[config.mk]
export PLATFORM = sky130hd
export DESIGN_NAME = rf_mp_clr_flat
export DESIGN_NICKNAME = d
export VERILOG_FILES = /design/src/rtl/rf_mp_clr_if.sv /design/src/rtl/rf_mp_clr.sv /design/src/flat_wrapper.sv
export SDC_FILE = /design/constraint.sdc
export NUM_CORES = 1
export LEC_CHECK = 0
export ABC_AREA = 1
export ABC_CLOCK_PERIOD_IN_PS = 2620
export CAP_MARGIN = 20
export CORE_MARGIN = 8
export CORE_UTILIZATION = 50
export DETAILED_ROUTE_END_ITERATION = 12
export MAX_ROUTING_LAYER = met4
export PLACE_DENSITY_LB_ADDON = 0.25
export SLEW_MARGIN = 20
export SYNTH_ARGS = -nofsm -noshare
export SYNTH_HDL_FRONTEND = slang
export SYNTH_SLANG_ARGS = --single-unit
[constraint.sdc]
create_clock -name clk -period 2.62 [get_ports clk]
set_input_delay 0.655 -clock clk [delete_from_list [all_inputs] [get_ports clk]]
set_output_delay 0.655 -clock clk [all_outputs]
set_load 0.01 [all_outputs]
[src/rtl/rf_mp_clr_if.sv]
// Bus bundle for the multi-port register file: write ports, read ports,
// soft-clear request and status.
interface rf_mp_clr_if #(
  parameter int WIDTH = 6,
  parameter int DEPTH = 8,
  parameter int NWR   = 2,
  parameter int NRD   = 2,
  parameter int AW    = $clog2(DEPTH)
);
  // Handshake: no backpressure. A write with we[i]=1 is taken at the posedge
  // only while busy=0 and clear=0; otherwise it is silently dropped.
  logic [NWR-1:0]       we;
  logic [NWR*AW-1:0]    waddr;
  logic [NWR*WIDTH-1:0] din;
  logic [NRD*AW-1:0]    raddr;
  logic [NRD*WIDTH-1:0] q;
  logic                 clear;
  logic                 busy;
  logic                 dbg_state;

  modport master (
    output we, waddr, din, raddr, clear,
    input  q, busy, dbg_state
  );
  modport slave (
    input  we, waddr, din, raddr, clear,
    output q, busy, dbg_state
  );
endinterface

[src/rtl/rf_mp_clr.sv]
// Multi-port register file with highest-port-wins writes, optional write-to-read
// bypass, selectable sync/comb reads and a clear sequencer after reset/clear.
module rf_mp_clr #(
  parameter int WIDTH   = 6,
  parameter int DEPTH   = 8,
  parameter int NWR     = 2,
  parameter int NRD     = 2,
  parameter int SYNC_RD = 1,
  parameter int BYPASS  = 1,
  parameter int AW      = $clog2(DEPTH)
) (
  input logic        clk,
  input logic        reset,
  rf_mp_clr_if.slave bus
);
  typedef enum logic {ST_READY = 1'b0, ST_CLEAR = 1'b1} state_t;

  state_t           state;
  logic [AW-1:0]    ptr;
  logic             busy_q;
  logic [WIDTH-1:0] rf [DEPTH];

  logic [NWR-1:0]   wr_ok;
  logic [AW-1:0]    wa [NWR];
  logic [WIDTH-1:0] wd [NWR];
  logic [AW-1:0]    ra [NRD];
  logic [WIDTH-1:0] rd_arr [NRD];
  logic [WIDTH-1:0] rd_fwd [NRD];

  assign bus.busy      = busy_q;
  assign bus.dbg_state = (state == ST_CLEAR);

  always_comb begin
    for (int i = 0; i < NWR; i++) begin
      wa[i]    = bus.waddr[i*AW +: AW];
      wd[i]    = bus.din[i*WIDTH +: WIDTH];
      wr_ok[i] = bus.we[i] && (int'(wa[i]) < DEPTH) && (state == ST_READY) && !bus.clear;
    end
  end

  // Later ports override earlier ones, giving highest-index priority on both
  // the array write and the forwarded read value.
  always_comb begin
    for (int j = 0; j < NRD; j++) begin
      ra[j]     = bus.raddr[j*AW +: AW];
      rd_arr[j] = '0;
      if (int'(ra[j]) < DEPTH) rd_arr[j] = rf[ra[j]];
      rd_fwd[j] = rd_arr[j];
      if (BYPASS != 0) begin
        for (int i = 0; i < NWR; i++) begin
          if (wr_ok[i] && (wa[i] == ra[j])) rd_fwd[j] = wd[i];
        end
      end
    end
  end

  always_ff @(posedge clk or posedge reset) begin
    if (reset) begin
      state  <= ST_CLEAR;
      ptr    <= '0;
      busy_q <= 1'b1;
    end else if (state == ST_CLEAR) begin
      if (ptr == AW'(DEPTH - 1)) begin
        state  <= ST_READY;
        ptr    <= '0;
        busy_q <= 1'b0;
      end else begin
        ptr <= ptr + 1'b1;
      end
    end else if (bus.clear) begin
      state  <= ST_CLEAR;
      ptr    <= '0;
      busy_q <= 1'b1;
    end
  end

  // The array has no reset; the sequencer zeroes it one entry per cycle.
  always_ff @(posedge clk) begin
    if (state == ST_CLEAR) begin
      rf[ptr] <= '0;
    end else begin
      for (int i = 0; i < NWR; i++) begin
        if (wr_ok[i]) rf[wa[i]] <= wd[i];
      end
    end
  end

  generate
    if (SYNC_RD != 0) begin : g_sync
      logic [NRD*WIDTH-1:0] q_r;
      always_ff @(posedge clk or posedge reset) begin
        if (reset) begin
          q_r <= '0;
        end else begin
          for (int j = 0; j < NRD; j++) begin
            q_r[j*WIDTH +: WIDTH] <= (state == ST_CLEAR) ? '0 : rd_fwd[j];
          end
        end
      end
      assign bus.q = q_r;
    end else begin : g_comb
      always_comb begin
        bus.q = '0;
        for (int j = 0; j < NRD; j++) begin
          bus.q[j*WIDTH +: WIDTH] = busy_q ? '0 : rd_arr[j];
        end
      end
    end
  endgenerate
endmodule

[src/flat_wrapper.sv]
// flat-port wrapper written by rule: the top's interface ports become plain ports
module rf_mp_clr_flat 
#(
  parameter int WIDTH   = 6,
  parameter int DEPTH   = 8,
  parameter int NWR     = 2,
  parameter int NRD     = 2,
  parameter int SYNC_RD = 1,
  parameter int BYPASS  = 1,
  parameter int AW      = $clog2(DEPTH)
)
  (clk, reset, bus_we, bus_waddr, bus_din, bus_raddr, bus_clear, bus_q, bus_busy, bus_dbg_state);
  rf_mp_clr_if #(.WIDTH(WIDTH), .DEPTH(DEPTH), .NWR(NWR), .NRD(NRD), .AW(AW)) bus_i ();
  input logic clk;
  input logic reset;
  input wire logic [$bits(bus_i.we)-1:0] bus_we;
  input wire logic [$bits(bus_i.waddr)-1:0] bus_waddr;
  input wire logic [$bits(bus_i.din)-1:0] bus_din;
  input wire logic [$bits(bus_i.raddr)-1:0] bus_raddr;
  input wire logic [$bits(bus_i.clear)-1:0] bus_clear;
  output wire logic [$bits(bus_i.q)-1:0] bus_q;
  output wire logic [$bits(bus_i.busy)-1:0] bus_busy;
  output wire logic [$bits(bus_i.dbg_state)-1:0] bus_dbg_state;
  assign bus_i.we = bus_we;
  assign bus_i.waddr = bus_waddr;
  assign bus_i.din = bus_din;
  assign bus_i.raddr = bus_raddr;
  assign bus_i.clear = bus_clear;
  assign bus_q = bus_i.q;
  assign bus_busy = bus_i.busy;
  assign bus_dbg_state = bus_i.dbg_state;
  rf_mp_clr #(.WIDTH(WIDTH), .DEPTH(DEPTH), .NWR(NWR), .NRD(NRD), .SYNC_RD(SYNC_RD), .BYPASS(BYPASS), .AW(AW)) u_core (.clk(clk), .reset(reset), .bus(bus_i));
endmodule
==> impl_metrics.yaml <==
timing:
  layout_worst_path_cycle_share: 0.879
  fin_ws_ps: 317
  setup_viol: 0
  worstMarginPinSlew_ps: 605
  period_needed_ps: 2300
  slew_headroom: 0.596
  holdWs_ps: 544
  tns_ps: 0
  rsz0062_at_grt: "false"
  final.setup_skew_ps: 9.15
  drv_slew: 0
  timing.fmax_mhz: 434
  hold_viol: 0
die:
  core_area_mm2: 0.00868
  rows: 34
  die_w_um: 110
  die_h_um: 110
  ioPinCount: 43
  fp.dieArea_mm2: 0.0121
  initial_core_util: 0.511
global_route:
  grt_usage: 0.254
  use_met3: 0.0517
  grt_pass1_vias: 4028
  grt_pass1_wl_um: 22300
  grt.busiest_layer: "met2"
  antenna_found_initial: 0
  grt-ovfl-total: 0
  met1_usage: 0.332
  grt_max_degree: 26
  met2_usage: 0.381
setup_path:
  startpoint: "bus_clear"
  crit_end: "u_core.rf[1][3]"
  cp_slowest_cell: "clkdlybuf4s50_1"
  cp-start-kind: "primary input"
  worst_ep_arrival_time_ps: 2290
  rr_endpoint: "u_core.rf[1][3]"
  cp.required_ps: 2610
  end_kind: "register"
  r2r_slack_ps: 560
  crit_type: "primary input to register"
  cp_max_fo: 9
  max_stage_delay_ps: 480
  timing.rr.start: "u_core.bus.dbg_state"
  crit_chain: "clkdlybuf4s50_1, nor2_4, nand2_4, o21ai_0, nand2_1, o21ai_1"
  rr_worst_depth: 5
placement:
  place_congestion: 0.967
  io_buffers: 42
  place_hpwl_um: 10700
  dpl_worst_slack_ps: -3.54
clock_network:
  postCtsSetupBuffers: 0
  cts_tree: "done"
  htree_levels: 3
  cts_buffers: 9
  cts.reportedPaths.clkPinSlew_ps: 70
  cts_sinks: 65
  clk_latency_ps: 350
  cts-root-buf: "clkbuf_8"
  ctsResizeCount: 0
  clock_path_buffers: 2
  ctsHoldBuffers: 0
synth:
  synth.cell_area_mm2: 0.00443
  synth_cells: 588
  synth-seq-cells: 65
  synth_warnings: 0
  synth_cell_types: 31
  ys_seq_area_frac: 0.422
  syn-mean-instance-area_um2: 7.53
  synth_fp_nets: 619
layout:
  ff_latch_area_mm2: 0.00187
  multi_input_area_mm2: 0.00222
  area_delta_synth_final_pct: 19.3
  nets: 686
  antennaDiodeCount: 0
  layout-drive-gt1-share: 0.185
  nFillCells: 822
  utilization: 0.609
power_and_ir_drop:
  clkPwrFrac: 0.211
  power_frac_comb: 0.354
  switching_share: 0.367
  seq_power_share: 0.435
  ir_drop_mv: 0.362
  leakage_nw: 2.32
  switchingPower_mw: 1.31
  power.internal_mw: 2.26
  power_density_mw_per_mm2: 675
  power_mw: 3.56
routing:
  vias: 4309
  dr.pass1.iters: 6
  final_antenna_net_count: 0
  drtIter0Drc: 447
  routed_wl_um: 14300
  wl_per_cell_um: 18.6
  drcViolationCount: 0
  vias_per_cell: 5.61
run_status:
  outcome: "completed"
min_path:
  hold_class: "register to register"
flow_run:
  maxCapViolCount: 0
area by class of cell:
cell class | instances | area share
clock buffers | 10 | 0.0242
well taps | 108 | 0.0256
clock inverters | 6 | 0.00829
multi-input cells | 452 | 0.419
inverters | 45 | 0.0324
repair buffers | 82 | 0.136
flip-flops and latches | 65 | 0.354
per-layer routing:
| layer | vias to the layer above | wire length [um] | share of wire |
|---|---|---|---|
| met1 | 1996 | 6070 | 0.43 |
| met2 | 202 | 6500 | 0.46 |
| met5 | - | 0 | 0 |
| li1 | 2074 | - | - |
| met4 | 0 | 439 | 0.031 |
| met3 | 37 | 1250 | 0.087 |
flip-flops by register name, summed over array words and instances (netlist names):
name                  flops
u_core.rf                48
u_core.bus.q             12
u_core.ptr                3
u_core.bus.busy           1
u_core.bus.dbg_state      1
kinds of logic after synthesis:
group / share of synthesized area
fa+ha+maj: 0.00565
flops: 0.422
simple gates: 0.367
buf+inv: 0.0779
compound gates: 0.128
power groups by stage:
stage          sequential (mW)  combinational [mW]  clock, mW
2_1_floorplan             1.55               0.691          0
3_3_place_gp              1.56                1.23          0
3_5_place_dp              1.57                1.25          0
4_1_cts                   1.55                1.25      0.768
5_1_grt                   1.57                1.39      0.810
6_report                  1.55                1.26      0.753
per-stage QoR:
step | instances | area, um2
floorplan | 588 | 4430
global placement | 752 | 5110
detailed placement | 752 | 5110
CTS | 768 | 5280
global route | 768 | 5280
finish | 768 | 5280
how the worst min path moves through the flow:
stage	from	to	depth (start not counted)
floorplan	u_core.ptr[0]	u_core.ptr[0]	1
global placement	u_core.ptr[0]	u_core.ptr[0]	1
detailed placement	u_core.bus.busy	u_core.bus.busy	2
CTS	u_core.bus.busy	u_core.bus.busy	2
global route	u_core.ptr[0]	u_core.ptr[0]	1
finish	u_core.ptr[0]	u_core.ptr[0]	1
worst max-delay path, delay by kind of cell:
family / cells / cell delay, ps
buf+inv: 1 / 480
compound gates: 2 / 750
simple gates: 3 / 400
Yosys cell counts:
master | instances | area (um2)
nor2_8 | 1 | 20.0
dfrtp_1 | 15 | 375
nor2_4 | 1 | 11.3
inv_2 | 7 | 26.3
o21ai_0 | 15 | 75.1
nor2_1 | 2 | 7.51
o21ai_2 | 18 | 158
nand4_2 | 1 | 12.5
or2_2 | 1 | 6.26
clkbuf_1 | 3 | 11.3
o21ai_1 | 29 | 145
nor2_2 | 10 | 62.6
inv_4 | 1 | 6.26
a21oi_4 | 4 | 65.1
nand4_4 | 1 | 21.3
buf_2 | 13 | 65.1
ha_1 | 2 | 25.0
edfxtp_1 | 48 | 1440
nand3_1 | 92 | 460
nand2_2 | 2 | 12.5
nand2_1 | 252 | 946
buf_8 | 1 | 15.0
a21oi_1 | 2 | 10.0
nand3_2 | 2 | 20.0
nand2_4 | 4 | 45.0
dfstp_2 | 2 | 52.6
buf_4 | 5 | 37.5
inv_1 | 37 | 139
buf_6 | 4 | 45.0
o211ai_1 | 1 | 7.51
a21oi_2 | 12 | 105
cell usage in the layout (no fill, tap or decap), types with 4 or more instances in the layout:
| master | netlist | layout |
|---|---|---|
| o21ai_2 | 18 | 18 |
| dfrtp_1 | 15 | 15 |
| a21oi_2 | 12 | 12 |
| inv_1 | 37 | 37 |
| buf_4 | 5 | 40 |
| a21oi_4 | 4 | 4 |
| clkdlybuf4s50_1 | 0 | 42 |
| clkbuf_8 | 0 | 9 |
| nor2_2 | 10 | 10 |
| o21ai_1 | 29 | 29 |
| nand2_1 | 252 | 252 |
| edfxtp_1 | 48 | 48 |
| nand3_1 | 92 | 92 |
| inv_2 | 7 | 7 |
| o21ai_0 | 15 | 15 |
| nand2_4 | 4 | 4 |
No activity file was read; power rests on OpenSTA's default activity.
